<file path="src/rtl/cam_miss_handler_pkg.sv">
`default_nettype none
// ============================================================================
// Module      : cam_pkg
// Description : Shared types and helpers for the CAM miss handler.
//               - state_t         : miss-handler FSM state encoding
//               - TIMEOUT_DEFAULT : default memory-ack wait budget (cycles)
//               - sat_inc         : saturating increment for widths <= 32
// Revision    : 1.0 - initial release
// ============================================================================
package cam_pkg;

    typedef enum logic [2:0] {
        IDLE   = 3'd0,
        LOOKUP = 3'd1,
        MEM    = 3'd2,
        FILL   = 3'd3,
        RESP   = 3'd4
    } state_t;

    localparam int TIMEOUT_DEFAULT = 255;

    // Increment cur unless it already holds the all-ones value of a
    // width-bit counter. The 33-bit limit keeps width == 32 exact.
    function automatic logic [31:0] sat_inc(input logic [31:0] cur,
                                            input int unsigned width);
        logic [32:0] lim;
        lim = (33'd1 << width) - 33'd1;
        if ({1'b0, cur} >= lim) return cur;
        return cur + 32'd1;
    endfunction

endpackage
`default_nettype wire

</file>
<file path="src/rtl/cam_miss_handler_if.sv">
`default_nettype none
// ============================================================================
// Module      : cam_miss_handler_if
// Description : Request/response bus between a requester and the CAM miss
//               handler.
//   req_valid/req_ready/req_tag          : lookup request handshake
//   rsp_valid/rsp_ready/rsp_data/
//   rsp_hit/rsp_err                      : response handshake and payload
//   master modport = requester, slave modport = miss handler
// Revision    : 1.0 - initial release
// ============================================================================
interface cam_miss_handler_if #(
    parameter int TAG_SZ = 8,
    parameter int BITS   = 8
);
    logic              req_valid;
    logic              req_ready;
    logic [TAG_SZ-1:0] req_tag;
    logic              rsp_valid;
    logic              rsp_ready;
    logic [BITS-1:0]   rsp_data;
    logic              rsp_hit;
    logic              rsp_err;

    modport master (
        output req_valid, req_tag, rsp_ready,
        input  req_ready, rsp_valid, rsp_data, rsp_hit, rsp_err
    );

    modport slave (
        input  req_valid, req_tag, rsp_ready,
        output req_ready, rsp_valid, rsp_data, rsp_hit, rsp_err
    );
endinterface
`default_nettype wire

</file>
<file path="src/rtl/cam_miss_handler_sat_counter.sv">
`default_nettype none
// ============================================================================
// Module      : sat_counter
// Description : Saturating event counter; holds at all-ones.
//   clk, rst_ : clock, asynchronous active-low reset
//   inc       : count one event this cycle
//   count     : current count
// Revision    : 1.0 - initial release
// ============================================================================
module sat_counter
    import cam_pkg::*;
#(
    parameter int CNT_W = 16
) (
    input  wire              clk,
    input  wire              rst_,
    input  wire              inc,
    output logic [CNT_W-1:0] count
);
    logic [CNT_W-1:0] count_q;
    logic [CNT_W-1:0] count_d;

    always_comb begin
        count_d = count_q;
        if (inc) count_d = CNT_W'(sat_inc(32'(count_q), CNT_W));
    end

    always_ff @(posedge clk or negedge rst_) begin
        if (!rst_) count_q <= '0;
        else       count_q <= count_d;
    end

    assign count = count_q;
endmodule
`default_nettype wire

</file>
<file path="src/rtl/cam_miss_handler.sv">
`default_nettype none
// ============================================================================
// Module      : cam_miss_handler
// Description : Lookup front-end and miss-fill controller for a tag CAM.
//               Probes the CAM, returns hit data, fetches misses from memory,
//               fills the CAM's first free slot and keeps hit/miss/drop stats.
//   clk, rst_      : clock, asynchronous active-low reset
//   bus (slave)    : request / response handshake
//   cam_*          : CAM probe (check_tag/read/data/found/full) and fill port
//   mem_*          : memory read request (level) with single-cycle ack
//   hit/miss/drop_cnt : saturating statistics
// Revision    : 1.0 - initial release
// ============================================================================
module cam_miss_handler
    import cam_pkg::*;
#(
    parameter int WORDS     = 8,
    parameter int BITS      = 8,
    parameter int TAG_SZ    = 8,
    parameter int ADDR_LEFT = $clog2(WORDS) - 1,
    parameter int TIMEOUT   = TIMEOUT_DEFAULT,
    parameter int CNT_W     = 16
) (
    input  wire                 clk,
    input  wire                 rst_,
    cam_miss_handler_if.slave   bus,
    output logic [TAG_SZ-1:0]   cam_check_tag,
    output logic                cam_read,
    input  wire  [BITS-1:0]     cam_data,
    input  wire                 cam_found,
    input  wire                 cam_full,
    output logic                cam_write_,
    output logic                cam_new_valid,
    output logic [TAG_SZ-1:0]   cam_new_tag,
    output logic [BITS-1:0]     cam_wdata,
    output logic [ADDR_LEFT:0]  cam_w_addr,
    output logic                mem_req,
    output logic [TAG_SZ-1:0]   mem_tag,
    input  wire                 mem_ack,
    input  wire  [BITS-1:0]     mem_data,
    output logic [CNT_W-1:0]    hit_cnt,
    output logic [CNT_W-1:0]    miss_cnt,
    output logic [CNT_W-1:0]    drop_cnt
);
    localparam int             TMO_W    = $clog2(TIMEOUT + 1);
    localparam logic [TMO_W-1:0] TMO_LAST = TMO_W'(TIMEOUT - 1);

    state_t            state_q,     state_d;
    logic [TAG_SZ-1:0] tag_q,       tag_d;
    logic [BITS-1:0]   data_q,      data_d;
    logic              hit_q,       hit_d;
    logic              err_q,       err_d;
    logic              rsp_valid_q, rsp_valid_d;
    logic              req_ready_q, req_ready_d;
    logic              cam_read_q,  cam_read_d;
    logic              mem_req_q,   mem_req_d;
    logic [TMO_W-1:0]  tmo_q,       tmo_d;
    logic              hit_inc, miss_inc, drop_inc;

    // Next-state logic; every handshake output is a flop loaded on the
    // transition into the state that owns it.
    always_comb begin
        state_d     = state_q;
        tag_d       = tag_q;
        data_d      = data_q;
        hit_d       = hit_q;
        err_d       = err_q;
        rsp_valid_d = rsp_valid_q;
        req_ready_d = req_ready_q;
        cam_read_d  = cam_read_q;
        mem_req_d   = mem_req_q;
        tmo_d       = tmo_q;
        hit_inc     = 1'b0;
        miss_inc    = 1'b0;
        drop_inc    = 1'b0;
        case (state_q)
            IDLE: begin
                if (bus.req_valid) begin
                    tag_d       = bus.req_tag;
                    req_ready_d = 1'b0;
                    cam_read_d  = 1'b1;
                    state_d     = LOOKUP;
                end
            end
            LOOKUP: begin
                cam_read_d = 1'b0;
                if (cam_found) begin
                    data_d      = cam_data;
                    hit_d       = 1'b1;
                    hit_inc     = 1'b1;
                    rsp_valid_d = 1'b1;
                    state_d     = RESP;
                end else begin
                    miss_inc  = 1'b1;
                    tmo_d     = '0;
                    mem_req_d = 1'b1;
                    state_d   = MEM;
                end
            end
            MEM: begin
                if (mem_ack) begin
                    data_d    = mem_data;
                    mem_req_d = 1'b0;
                    state_d   = FILL;
                end else if (tmo_q == TMO_LAST) begin
                    // Wait budget exhausted: answer with an error, no fill.
                    err_d       = 1'b1;
                    data_d      = '0;
                    mem_req_d   = 1'b0;
                    rsp_valid_d = 1'b1;
                    state_d     = RESP;
                end else begin
                    tmo_d = tmo_q + 1'b1;
                end
            end
            FILL: begin
                drop_inc    = cam_full;
                rsp_valid_d = 1'b1;
                state_d     = RESP;
            end
            RESP: begin
                if (bus.rsp_ready) begin
                    rsp_valid_d = 1'b0;
                    hit_d       = 1'b0;
                    err_d       = 1'b0;
                    req_ready_d = 1'b1;
                    state_d     = IDLE;
                end
            end
            default: state_d = IDLE;
        endcase
    end

    always_ff @(posedge clk or negedge rst_) begin
        if (!rst_) begin
            state_q     <= IDLE;
            tag_q       <= '0;
            data_q      <= '0;
            hit_q       <= 1'b0;
            err_q       <= 1'b0;
            rsp_valid_q <= 1'b0;
            req_ready_q <= 1'b1;
            cam_read_q  <= 1'b0;
            mem_req_q   <= 1'b0;
            tmo_q       <= '0;
        end else begin
            state_q     <= state_d;
            tag_q       <= tag_d;
            data_q      <= data_d;
            hit_q       <= hit_d;
            err_q       <= err_d;
            rsp_valid_q <= rsp_valid_d;
            req_ready_q <= req_ready_d;
            cam_read_q  <= cam_read_d;
            mem_req_q   <= mem_req_d;
            tmo_q       <= tmo_d;
        end
    end

    // The write strobe decodes the state flop directly so an asynchronous
    // reset during FILL withdraws it at once.
    assign cam_write_    = !((state_q == FILL) && !cam_full);
    assign cam_new_valid = (state_q == FILL) && !cam_full;
    assign cam_new_tag   = tag_q;
    assign cam_wdata     = data_q;
    assign cam_check_tag = tag_q;
    assign cam_read      = cam_read_q;
    assign cam_w_addr    = '0;
    assign mem_req       = mem_req_q;
    assign mem_tag       = tag_q;

    assign bus.req_ready = req_ready_q;
    assign bus.rsp_valid = rsp_valid_q;
    assign bus.rsp_data  = data_q;
    assign bus.rsp_hit   = hit_q;
    assign bus.rsp_err   = err_q;

    sat_counter #(.CNT_W(CNT_W)) u_hit_cnt  (.clk(clk), .rst_(rst_), .inc(hit_inc),  .count(hit_cnt));
    sat_counter #(.CNT_W(CNT_W)) u_miss_cnt (.clk(clk), .rst_(rst_), .inc(miss_inc), .count(miss_cnt));
    sat_counter #(.CNT_W(CNT_W)) u_drop_cnt (.clk(clk), .rst_(rst_), .inc(drop_inc), .count(drop_cnt));
endmodule
`default_nettype wire

</file>
<file path="src/flat_wrapper.sv">
// flat-port wrapper written by rule: the top's interface ports become plain ports
module cam_miss_handler_flat import cam_pkg::*;
#(
    parameter int WORDS     = 8,
    parameter int BITS      = 8,
    parameter int TAG_SZ    = 8,
    parameter int ADDR_LEFT = $clog2(WORDS) - 1,
    parameter int TIMEOUT   = TIMEOUT_DEFAULT,
    parameter int CNT_W     = 16
)
  (clk, rst_, cam_check_tag, cam_read, cam_data, cam_found, cam_full, cam_write_, cam_new_valid, cam_new_tag, cam_wdata, cam_w_addr, mem_req, mem_tag, mem_ack, mem_data, hit_cnt, miss_cnt, drop_cnt, bus_req_valid, bus_req_tag, bus_rsp_ready, bus_req_ready, bus_rsp_valid, bus_rsp_data, bus_rsp_hit, bus_rsp_err);
  cam_miss_handler_if #(.TAG_SZ(TAG_SZ), .BITS(BITS)) bus_i ();
  input  wire clk;
  input  wire rst_;
  output logic [TAG_SZ-1:0] cam_check_tag;
  output logic cam_read;
  input  wire  [BITS-1:0] cam_data;
  input  wire cam_found;
  input  wire cam_full;
  output logic cam_write_;
  output logic cam_new_valid;
  output logic [TAG_SZ-1:0] cam_new_tag;
  output logic [BITS-1:0] cam_wdata;
  output logic [ADDR_LEFT:0] cam_w_addr;
  output logic mem_req;
  output logic [TAG_SZ-1:0] mem_tag;
  input  wire mem_ack;
  input  wire  [BITS-1:0] mem_data;
  output logic [CNT_W-1:0] hit_cnt;
  output logic [CNT_W-1:0] miss_cnt;
  output logic [CNT_W-1:0] drop_cnt;
  input wire logic [$bits(bus_i.req_valid)-1:0] bus_req_valid;
  input wire logic [$bits(bus_i.req_tag)-1:0] bus_req_tag;
  input wire logic [$bits(bus_i.rsp_ready)-1:0] bus_rsp_ready;
  output wire logic [$bits(bus_i.req_ready)-1:0] bus_req_ready;
  output wire logic [$bits(bus_i.rsp_valid)-1:0] bus_rsp_valid;
  output wire logic [$bits(bus_i.rsp_data)-1:0] bus_rsp_data;
  output wire logic [$bits(bus_i.rsp_hit)-1:0] bus_rsp_hit;
  output wire logic [$bits(bus_i.rsp_err)-1:0] bus_rsp_err;
  assign bus_i.req_valid = bus_req_valid;
  assign bus_i.req_tag = bus_req_tag;
  assign bus_i.rsp_ready = bus_rsp_ready;
  assign bus_req_ready = bus_i.req_ready;
  assign bus_rsp_valid = bus_i.rsp_valid;
  assign bus_rsp_data = bus_i.rsp_data;
  assign bus_rsp_hit = bus_i.rsp_hit;
  assign bus_rsp_err = bus_i.rsp_err;
  cam_miss_handler #(.WORDS(WORDS), .BITS(BITS), .TAG_SZ(TAG_SZ), .ADDR_LEFT(ADDR_LEFT), .TIMEOUT(TIMEOUT), .CNT_W(CNT_W)) u_core (.clk(clk), .rst_(rst_), .bus(bus_i), .cam_check_tag(cam_check_tag), .cam_read(cam_read), .cam_data(cam_data), .cam_found(cam_found), .cam_full(cam_full), .cam_write_(cam_write_), .cam_new_valid(cam_new_valid), .cam_new_tag(cam_new_tag), .cam_wdata(cam_wdata), .cam_w_addr(cam_w_addr), .mem_req(mem_req), .mem_tag(mem_tag), .mem_ack(mem_ack), .mem_data(mem_data), .hit_cnt(hit_cnt), .miss_cnt(miss_cnt), .drop_cnt(drop_cnt));
endmodule
</file>
<file path="config.mk">
export PLATFORM = sky130hd
export DESIGN_NAME = cam_miss_handler_flat
export DESIGN_NICKNAME = d
export VERILOG_FILES = /design/src/rtl/cam_miss_handler_pkg.sv /design/src/rtl/cam_miss_handler_if.sv /design/src/rtl/cam_miss_handler_sat_counter.sv /design/src/rtl/cam_miss_handler.sv /design/src/flat_wrapper.sv
export SDC_FILE = /design/constraint.sdc
export NUM_CORES = 1
export LEC_CHECK = 0
export CAP_MARGIN = 20
export CORE_ASPECT_RATIO = 0.75
export CORE_MARGIN = 8
export CORE_UTILIZATION = 30
export CTS_CLUSTER_SIZE = 20
export DETAILED_ROUTE_END_ITERATION = 10
export GPL_TIMING_DRIVEN = 0
export PLACE_DENSITY = 0.65
export SETUP_SLACK_MARGIN = 0.05
export SLEW_MARGIN = 5
export SYNTH_ARGS = -nofsm -noshare
export SYNTH_HDL_FRONTEND = slang
export SYNTH_SLANG_ARGS = --single-unit
</file>
<file path="constraint.sdc">
create_clock -name clk -period 2.3 [get_ports clk]
set_clock_uncertainty 0.2 [all_clocks]
set_input_delay 0.345 -clock clk [delete_from_list [all_inputs] [get_ports clk]]
set_output_delay 0.345 -clock clk [all_outputs]
set_load 0.02 [all_outputs]
</file>
# Word level (Yosys, flattened, before mapping)
# Cells that the tools add are included.
# Widths: inputs -> output; s select.
[word_totals]
reg_bits = 81
out_inout_bits = 99
wordCells = 103
[classes]
n_eq_ne = 16
magnitude_cmp = 3
reduce_logical = 23
add_sub_neg = 4
mux = 44
[op_table]
columns = ["cell", "n"]
rows = [
  ["$add 16x1->16 const B", 3],
  ["$ge 16x16->1 const B", 3],
  ["$mux 16", 3],
  ["$mux 8", 6],
  ["$pmux 8 s2", 2],
  ["$mux 1", 21],
  ["$ne 2x2->1 const B", 9],
  ["$mux 3", 5],
  ["$pmux 3 s5", 1],
  ["$reduce_and 3->1", 5],
  ["$pmux 1 s2", 5],
  ["$reduce_and 2->1", 5],
  ["$reduce_bool 2->1", 5],
  ["$add 8x1->8 const B", 1],
  ["$eq 8x8->1 const B", 1],
  ["$reduce_and 4->1", 2],
  ["$eq 3x2->1 const B", 2],
  ["$reduce_and 5->1", 1],
  ["$pmux 1 s4", 1],
  ["$reduce_bool 4->1", 1],
  ["$eq 3x1->1 const B", 1],
  ["$eq 3x3->1 const B", 1],
  ["$logic_not 3->1", 1],
  ["$ne 3x2->1 const B", 1],
  ["3 further kinds", 4],
]

# Logic depth before layout (Yosys ltp)
[logic_depth]
depth_word = 5
depth_mapped = 8
depth_no_buf = 7

# Cells and area by module
# A second synthesis with hierarchy kept.
[unflattened]
hier_cells = 402
hier_area_um2 = 4330.4
[modules_own_cells]
columns = ["module", "area_per_inst_um2", "n_inst", "seq_area_each_um2", "cells_each"]
rows = [
  ["cam_miss_handler", 1879.3, 1, 827.0, 190],
  ["sat_counter (u_core.u_drop_cnt ...)", 814.5, 2, 400.4, 69],
  ["sat_counter (u_core.u_miss_cnt)", 822.0, 1, 400.4, 74],
]

# Worst setup path after synthesis
# No wires, ideal clock.
[synth_timing]
path_type = "register to register"
start = "register u_core.u_miss_cnt.count_q[0] (netlist: u_core.u_miss_cnt.count[0])"
end = "register u_core.u_miss_cnt.count_q[1] (netlist: u_core.u_miss_cnt.count[1])"
path_buffers = 0
stages_incl_launch_ff = 6
required_ns = 1.975
arrival_time_ns = 1.819
path_slack_ns = 0.156
period_less_slack_ns = 2.144
cell_sequence = "dfrtp_1 > ha_1 > nand3_1 > or4_4 > o21a_4 > mux2_4"
[synth_between]
elab_chain_len = 5
[synth_rtl]
columns = ["element", "line", "text"]
rows = [
  ["start: declaration", "cam_miss_handler_sat_counter.sv:20", "logic [CNT_W-1:0] count_q;"],
  ["start signal: assignment", "cam_miss_handler_sat_counter.sv:30", "else count_q <= count_d;"],
  ["$ge 16x16->1", "cam_miss_handler_pkg.sv:28", "if ({1'b0, cur} >= lim) return cur;"],
  ["$mux 1", "cam_miss_handler_pkg.sv:28", ""],
  ["$mux 1", "cam_miss_handler_sat_counter.sv:25", "if (inc) count_d = CNT_W'(sat_inc(32'(count_q), CNT_W));"],
  ["$ne 2x2->1 (no line)", "-", ""],
  ["$reduce_and 2->1 (no line)", "-", ""],
]
# Several ways; a longest one is shown, not always the timed one. The select of a mux whose other input is x is not followed.
# A chain may end at the register's enable or synchronous reset.

# Final worst setup path
[layout_timing]
start = "register u_core.state_q[2]"
end = "output port cam_write_"
[layout_between]
elab_chain_len = 3
[layout_rtl]
columns = ["element", "line", "text"]
rows = [
  ["start: declaration", "cam_miss_handler.sv:48", "state_t state_q, state_d;"],
  ["start signal: assignment", "cam_miss_handler.sv:147", "state_q <= state_d;"],
  ["$eq 3x2->1", "cam_miss_handler.sv:162", "assign cam_write_ = !((state_q == FILL) && !cam_full);"],
  ["$logic_and 1x1->1", "cam_miss_handler.sv:162", ""],
  ["$logic_not 1->1", "cam_miss_handler.sv:162", ""],
  ["end: declaration", "flat_wrapper.sv:20", "output logic cam_write_;"],
]
# Every way passes these cells.

==> qor.csv <==
metric;value;unit
Worst Hold Class;reg2reg;
Num CTS Buffers;9;
DIE HEIGHT;117.9;um
worst reg-to-reg setup slack;0.14;ns
worst reg2reg endpoint;u_core.bus.rsp_data[2]$_DFFE_PN0P_;
Synth Flop Type;dfrtp_1;
Slew headroom;47.45;%
clock network fraction of total power;22.5;%
vias in the first global route;3410;
Final #Nets;573;
Sw Ratio;35.95;%
yosys warns;0;
Synth Area in Simple Gates;21.05;%
register area share after synthesis;48.81;%
Sequential Power Share;31.0;%
Max Freq;460.7;MHz
WP data required;1.75;ns
main combinational cell family by area after synthesis;simple AND/OR/NAND/NOR gates;
CP Capture Type;output pin;
First-pass DRT Iterations;4;
status;finished clean;
die area;17910;um^2
Switch Pwr;2.390;mW
RSZ-0062 raised after global routing;yes;
CTS tree;built;
hpwl dp;8.394;mm
Worst Tran Pin Value;0.7801;ns
syn avg cell area;10.52;um^2
Post-DRT Antenna Nets;0;
Core Util, Final;44.19;%
average wire per standard cell;15.16;um
clock latency on the worst-skew pair;0.33;ns
Max Cap Violations;0;
initial antenna violation count;0;
synthesized flop and latch total;81;
DRC;0;
element type at the critical path start;flop;
R2R depth;7;
Rows;37;
largest net degree at the start of global routing;52;
fin crit share;94.38;%
core box area;13610;um^2
Synth Cell Area;4155;um^2
R2R Path Start;u_core.tmo_q[1]$_DFFE_PN0P_;
XOR/XNOR Fraction of Synth Area;7.799;%
share of cells above drive strength 1;18.08;%
first-pass GRT wire length;18.11;mm
multiplexer area fraction after synthesis;6.022;%
CTS root buf;clkbuf_16;
logic gate share of total power;46.6;%
Sink Count;81;
Mapped Cells;395;
final critical-path setup slack;0.1292;ns
I/O pins;130;
Pwr Density;1105;nW/um^2
diode count;0;
aggregate global routing overflow;0;
static leakage;2.598;nW
Power Internal;4.258;mW
EDFF count, synth;0;
PortBufs;126;
max incr delay on CP;0.41;ns
Worst Path Max Fanout;10;
Worst VDD drop;0.7697;mV
Min-Delay Startpoint;u_core.cam_read$_DFFE_PN0P_;
final setup fails;0;
Max Slew Vio Count;0;
GP Congestion;0.7782;
CP Class;reg2out;
final WL;10.87;mm
die width;151.9;um
WHS Path Cells;1;
htree depth;3;
cell at the slowest stage of the critical path;or3_1;
critical path data arrival time;1.63;ns
Fin. Hold Viols;0;
worst-path cell chain;buf_2, or3_1, dlygate4sd2_1;
CTS clk-pin slew, worst paths;0.07;ns
initial DRC count;163;
clock buffer depth;2;
worst hold path endpoint;u_core.cam_read$_DFFE_PN0P_;
Adder-Cell Fraction of Synth Area;1.506;%
Final min period;2.171;ns
DR vias;3390;
starting density of the core;30.53;%
Compound-Gate Fraction of Synth Area;7.377;%
GRT Total Usage;12.13;%
area grow syn2layout;44.75;%
ys async rst share;100.0;%
routed vias/inst;4.728;
Unique masters post-synth;55;
pre-CTS WS;-0.1884;ns
[registers in the layout (all words and copies together), names as in the netlist]
signal / flops
u_core.mem_req: 1
u_core.bus.rsp_err: 1
u_core.bus.rsp_hit: 1
u_core.bus.rsp_data: 8
u_core.bus.req_ready: 1
u_core.state_q: 3
u_core.cam_check_tag: 8
u_core.bus.rsp_valid: 1
u_core.u_miss_cnt.count: 16
u_core.cam_read: 1
u_core.tmo_q: 8
u_core.u_drop_cnt.count: 16
u_core.u_hit_cnt.count: 16
[how the worst max path moves through the flow]
stage                                            from                                 endpoint  cells after the start  slack [ns]
6_report                u_core.state_q[2]$_DFFE_PN0P_                               cam_write_                      3        0.13
5_1_grt                   u_core.tmo_q[0]$_DFFE_PN0P_              u_core.tmo_q[7]$_DFFE_PN0P_                      7        0.05
4_1_cts                 u_core.state_q[0]$_DFFE_PN0P_                            cam_new_valid                      5        0.04
3_5_place_dp                                cam_found   u_core.u_hit_cnt.count[11]$_DFFE_PN0P_                      6       -0.19
3_3_place_gp                                     rst_  u_core.u_miss_cnt.count[11]$_DFFE_PN0P_                      1       -2.25
2_1_floorplan  u_core.u_miss_cnt.count[0]$_DFFE_PN0P_   u_core.u_miss_cnt.count[1]$_DFFE_PN0P_                      5        0.16
[worst max-delay path: cells and delay by family, from the launching register on]
kind / cells / cell delay [ns]
simple gates: 1 / 0.41
flops: 1 / 0.36
buf+inv: 2 / 0.52
[per-stage QoR]
step	power (mW)	TNS (ns)	area, um^2	std cells	hold WS (ns)
floorplan	3.829	0	4163	397	-0.1506
global placement	5.146	-181.94	5643	698	0.2631
detailed placement	5.212	-1.515	5668	699	0.1270
CTS	6.754	0	6002	716	0.2901
global route	7.047	0	6015	717	0.3131
finish	6.648	0	6015	717	0.2815
[Yosys cell counts, types with 4 or more instances]
library cell | count | area, um^2
a21oi_1 | 12 | 60.06
a31oi_1 | 6 | 37.54
and3_1 | 10 | 62.56
and4_1 | 4 | 35.03
buf_2 | 4 | 20.02
buf_4 | 28 | 210.2
dfrtp_1 | 80 | 2002
ha_1 | 5 | 62.56
inv_1 | 8 | 30.03
mux2_2 | 19 | 214.0
nand2_1 | 45 | 168.9
nand3_1 | 29 | 145.1
nand4_1 | 12 | 75.07
nor2_1 | 19 | 71.32
nor3_1 | 8 | 40.04
o21ai_0 | 14 | 70.07
or3_1 | 5 | 31.28
xnor2_1 | 22 | 192.7
xor2_1 | 15 | 131.4
[metal layers]
| metal | global-route usage [%] | share of wire, % |
|---|---|---|
| met1 | 15.54 | 46 |
| met3 | 3.943 | 6.0 |
| met4 | 3.393 | 1.1 |
| met2 | 19.18 | 47 |
| met5 | 0 | 0 |
[layout by cell type, fill, tap and decap left out, types with 6 or more instances in the layout]
| cell | synthesis | routed |
|---|---|---|
| mux2_2 | 19 | 19 |
| and3_1 | 10 | 10 |
| nor2_1 | 19 | 19 |
| clkbuf_16 | 0 | 9 |
| nand4_1 | 12 | 12 |
| nand2_1 | 45 | 45 |
| inv_1 | 8 | 8 |
| buf_4 | 28 | 30 |
| dfrtp_1 | 80 | 79 |
| nand3_1 | 29 | 29 |
| o21ai_0 | 14 | 14 |
| a21oi_1 | 12 | 12 |
| a31oi_1 | 6 | 6 |
| xor2_1 | 15 | 15 |
| clkdlybuf4s50_1 | 0 | 123 |
| xnor2_1 | 22 | 22 |
| nor3_1 | 8 | 7 |
[cells by family after synthesis]
logic type	after synthesis
and+or+nand+nor	156
DFF	81
AOI/OAI and AO/OA	47
buffers and inverters	46
xor gates and xnor gates	37
muxes	22
adders and majority gates	5
other	1
[final cells by class]
cell class,count,area [um^2]
timing repair buffer,129,1297
fill,1295,7596
clock buffer,10,239.0
sequential,81,2029
multi-input combinational,270,1847
buffer,38,279.0
inverter,8,30.03
tap,175,219.0
clock inverter,6,73.82
[power by group through the flow]
stage,Combinational (mW),Clock (mW),Sequential (mW)
6_report,3.10,1.49,2.06
5_1_grt,3.33,1.60,2.12
4_1_cts,3.14,1.55,2.06
3_5_place_dp,3.13,0,2.08
3_3_place_gp,3.08,0,2.06
2_1_floorplan,1.47,0,2.36
[repair_timing]
item,in CTS,in global routing
setup buffers,0,1
pin swaps,0,1
hold buffers,1,0
setup endpoints to repair,11,13
resized for setup,5,7
hold endpoints to repair,30,0
Power figures use the tool's default switching activity.
